===== src/rtl/dram_cpu_slot.sv =====
// dram_cpu_slot: DRAM-side responder that owns the 4-clock DRAM cycle, arbitrates video vs CPU and routes read data by tag
// Ports: clk/rst_n (sync, active low); c0..c3 phase strobes; cpu_req/cpu_rnw/cpu_addr/cpu_wrbsel/cpu_wrdata in,
// cpu_next/cpu_strobe/cpu_latch/cpu_rddata out; vid_req/vid_addr in, vid_strobe out; dram_req/dram_rnw/dram_addr/
// dram_wrdata/dram_bsel command out; dram_rdvalid/dram_rddata in; rd_err sticky unexpected-read flag.
module dram_cpu_slot #(
    parameter int RD_LAT = 2
) (
    input  logic        clk,
    input  logic        rst_n,
    output logic        c0,
    output logic        c1,
    output logic        c2,
    output logic        c3,
    input  logic        cpu_req,
    input  logic        cpu_rnw,
    input  logic [20:0] cpu_addr,
    input  logic        cpu_wrbsel,
    input  logic [7:0]  cpu_wrdata,
    output logic        cpu_next,
    output logic        cpu_strobe,
    output logic        cpu_latch,
    output logic [15:0] cpu_rddata,
    input  logic        vid_req,
    input  logic [20:0] vid_addr,
    output logic        vid_strobe,
    output logic        dram_req,
    output logic        dram_rnw,
    output logic [20:0] dram_addr,
    output logic [15:0] dram_wrdata,
    output logic [1:0]  dram_bsel,
    input  logic        dram_rdvalid,
    input  logic [15:0] dram_rddata,
    output logic        rd_err
);
    typedef enum logic [1:0] {IDLE, CPU, VID} owner_t;
    logic [1:0]        phase;
    owner_t            owner;
    logic [RD_LAT-1:0] tag_v;
    logic [RD_LAT-1:0] tag_cpu;
    logic              push;
    logic              hit_cpu;
    assign c0 = rst_n && phase == 2'd0;
    assign c1 = rst_n && phase == 2'd1;
    assign c2 = rst_n && phase == 2'd2;
    assign c3 = rst_n && phase == 2'd3;
    assign cpu_next = !vid_req;
    // dram_req is only ever high during c0, so this pushes one tag per read command
    assign push = dram_req && dram_rnw;
    // the oldest tag slot lines up with the clock that dram_rdvalid is due
    assign hit_cpu = dram_rdvalid && tag_v[RD_LAT-1] && tag_cpu[RD_LAT-1];
    assign vid_strobe = rst_n && dram_rdvalid && tag_v[RD_LAT-1] && !tag_cpu[RD_LAT-1];
    always_ff @(posedge clk) begin
        if (!rst_n) begin
            phase       <= 2'd0;
            owner       <= IDLE;
            tag_v       <= '0;
            tag_cpu     <= '0;
            dram_req    <= 1'b0;
            dram_rnw    <= 1'b1;
            dram_addr   <= '0;
            dram_wrdata <= '0;
            dram_bsel   <= 2'b11;
            cpu_strobe  <= 1'b0;
            cpu_latch   <= 1'b0;
            cpu_rddata  <= '0;
            rd_err      <= 1'b0;
        end else begin
            phase    <= phase + 2'd1;
            dram_req <= c3 && (vid_req || cpu_req);
            if (c3) begin
                owner <= vid_req ? VID : cpu_req ? CPU : IDLE;
                if (vid_req) begin
                    dram_rnw  <= 1'b1;
                    dram_addr <= vid_addr;
                    dram_bsel <= 2'b11;
                end else if (cpu_req) begin
                    dram_rnw    <= cpu_rnw;
                    dram_addr   <= cpu_addr;
                    dram_wrdata <= {cpu_wrdata, cpu_wrdata};
                    dram_bsel   <= cpu_rnw ? 2'b11 : cpu_wrbsel ? 2'b10 : 2'b01;
                end
            end
            tag_v   <= (tag_v << 1) | RD_LAT'(push);
            tag_cpu <= (tag_cpu << 1) | RD_LAT'(push && owner == CPU);
            cpu_strobe <= hit_cpu;
            if (hit_cpu)
                cpu_rddata <= dram_rddata;
            // a fresh strobe beats the c3 clear
            cpu_latch <= hit_cpu || (cpu_latch && !c3);
            if (dram_rdvalid && !tag_v[RD_LAT-1])
                rd_err <= 1'b1;
        end
    end
endmodule


===== config.mk =====
export PLATFORM = sky130hd
export DESIGN_NAME = dram_cpu_slot
export DESIGN_NICKNAME = d
export VERILOG_FILES = /design/src/rtl/dram_cpu_slot.sv
export SDC_FILE = /design/constraint.sdc
export NUM_CORES = 1
export LEC_CHECK = 0
export ABC_CLOCK_PERIOD_IN_PS = 1240
export BUFFER_PORTS_ARGS = -buffer_cell sky130_fd_sc_hd__clkbuf_2
export CORE_ASPECT_RATIO = 0.7
export CORE_MARGIN = 4
export CORE_UTILIZATION = 40
export DETAILED_ROUTE_END_ITERATION = 16
export PLACE_DENSITY = 0.76
export REMOVE_ABC_BUFFERS = 1
export SKIP_LAST_GASP = 1
export SYNTH_ARGS = -nofsm -noshare
export SYNTH_HDL_FRONTEND = slang
export SYNTH_SLANG_ARGS = --single-unit

===== constraint.sdc =====
create_clock -name clk -period 1.24 [get_ports clk]
set_clock_uncertainty 0.05 [all_clocks]
set_input_delay 0.062 -clock clk [delete_from_list [all_inputs] [get_ports clk]]
set_output_delay 0.062 -clock clk [all_outputs]
set_load 0.05 [all_outputs]

==> results.cfg <==
[outcome]
status = finished, violations left
violations = negative setup slack

[timing]
final_max_slew_viol_count = 0
layout_setup_ws_ns = -0.1932
hold_viol = 0
fin_crit_ns = 1.433
setup_tns_ns = -2.267
max_freq_ghz = 0.6977
finalSetupViolCount = 35
rsz0062_at_grt = yes
finalCritPeriodShare = 1.156
relSlewSlack = 0.7697
worstMarginPinSlew_ns = 0.3359

[clocking]
clk_path_buf_depth = 2
cts_tree = built
cts_buffers = 9
clk_latency_ns = 0.32
htree_levels = 3
cts_root_buffer = clkbuf_8
clkTransAtPathRegs_ns = 0.06
cts_sinks = 60

[worst_setup_path]
critPathRequiredTime_ns = 1.13
cp_max_fo = 3
cp-end-kind = primary output
crit_path_cell_trace = buf_6 > inv_6 > ha_4 > and2_4 > clkbuf_16
arrival_ns = 1.32
start_kind = flip-flop
critPathKind = reg2out
slowest_delay_ns = 0.37
critical_path.slowest_cell = dfxtp_2

[yosys]
synth_area_per_cell_sq_um = 9.769
ys_ff_latch = 60
synth_cells = 260
synth_edf_count = 0
ys.flop_type = dfxtp_1
yosysWarnings = 0
yosysUniqueCellTypes = 27
seq_area_frac_synth = 0.4729
synth_area_sq_um = 2540
synthArstFlopShare = 0

[global_route]
grt_pass1_vias = 2301
grt_pass1_wl_mm = 10.76
grt_antenna_before_repair = 0
grt-ovfl-total = 0
track_usage = 0.1814
grt_max_degree = 23

[floorplan]
core-area_sq_um = 5928
die_w_um = 103.2
dieArea_sq_um = 7709
ioPinCount = 139
die_h_um = 74.67
start_util = 0.4285
row_count = 23

[detailed_routing]
drcViolationCount = 0
routed_wl_mm = 7.220
vias = 2427
via_per_inst = 4.787
drt_pass1_iterations = 4
drt_iter0_drc = 59
ant_nets = 0
wl_per_cell_um = 14.24

[hold_path]
hp-class = in2reg

[placed_design]
dp_slack_ns = -0.1773
gp_congestion = 0.7511
numPortBuffers = 138
dpl.hpwl_mm = 4.828
dp.cells = 459

[power]
total_power_w = 0.004168
p_leak_nw = 2.213
peakVddDrop_uv = 708.1
power.density_nw_per_um2 = 1006

[final_layout]
nNetsFinal = 505
diodes = 0
drive_above_1_share = 0.5116
stdcell_count = 507
areaGrowthSynthToFinish_pct = 63.05
finish.utilization = 0.6986

[job]
drv_cap = 0
state kept, by name, summed over array words and instances, names as in the netlist, 2 cells and up:
register     count
tag_v            2
tag_cpu          2
dram_addr       21
owner            2
dram_wrdata      8
dram_bsel        2
phase            2
cpu_rddata      16
worst paths after layout:
kind,start,end,slack [ns],cells past startpoint
max,phase[0]$_SDFF_PN0_,c2,-0.19,5
min,rst_n,phase[1]$_SDFF_PN0_,0.03,2
max reg2reg,phase[1]$_SDFF_PN0_,dram_bsel[1]$_SDFFE_PN1P_,-0.09,5
min reg2reg,tag_v[0]$_SDFF_PN0_,tag_v[1]$_SDFF_PN0_,0.38,1
cells in the mapped netlist (2+ instances only):
cell	number	area [sq um]
and4b_1	2	20.02
and3_1	2	12.51
mux2i_1	22	220.2
buf_4	10	75.07
inv_1	3	11.26
a21boi_0	22	165.2
nor2b_1	3	18.77
clkbuf_1	5	18.77
buf_6	6	67.56
nand2_1	70	262.8
buf_2	7	35.03
a21boi_1	3	22.52
dfxtp_1	60	1201
ha_1	4	50.05
o211a_1	22	220.2
and2_1	8	50.05
layer usage:
layer	global-route usage	up-vias	part of all wire
met5	0	-	0
met4	0.04741	0	0.011
met3	0.08611	8	0.099
met2	0.3106	104	0.49
met1	0.2058	1104	0.40
li1	-	1211	-
per-stage QoR:
step	cell area, sq um	hold WS [ns]
after floorplan	2344	0.1023
after global placement	3283	0.2165
after detailed placement	3283	0.2226
after CTS	3933	0.01208
after global routing	4141	0.02813
final	4141	0.03283
placed cells by master, fill, tap and decap left out, drive strengths merged:
cell	count
clkbuf	151
nand2	70
dfxtp	60
dlygate4sd3	26
a21boi	25
mux2i	22
o211a	22
buf	21
and2	8
ha	4
nor2b	3
inv	3
and3	2
clkinv	2
and4b	2
nand2b	2
nand4b	1
nand3b	1
and3b	1
nand3	1
o22a	1
o32a	1
o21a	1
nor2	1
a2bb2oi	1
repair_timing:
item | CTS | global route
endpoints found under the hold margin | 27 | 0
hold buffers | 26 | 0
pin swaps | 13 | 6
gates resized for setup | 41 | 53
endpoints found under the setup margin | 36 | 38
setup buffers | 3 | 1
gates cloned | 1 | 2
critical path: cells and delay by family (launching register included):
kind                       cells  cell delay (ns)
and+or+nand+nor                1             0.15
buffers and inverters          3             0.33
DFF                            1             0.37
adders and majority gates      1             0.14
cell families after synthesis:
group,after synthesis,synth area share
compound gates,51,0.1744
buf+inv,31,0.08177
simple gates,92,0.1645
fa+ha+maj,4,0.01971
mux,22,0.08670
flops,60,0.4729
power breakdown:
part | total [W] | internal (W) | switching (W)
registers | 0.00199 | 0.00196 | 0.0000239
clock network | 0.00152 | 0.000818 | 0.000698
logic | 0.000667 | 0.000331 | 0.000336
total | 0.00417 | 0.00311 | 0.00106
final cells by class:
type / count / area (sq um)
fillers: 450 / 1787
clock inverters: 2 / 10.01
inverters: 3 / 18.77
well taps: 75 / 93.84
clock buffers: 13 / 158.9
multi-input cells: 169 / 1324
repair buffers: 185 / 1328
flip-flops and latches: 60 / 1209
Power figures use the tool's default switching activity.
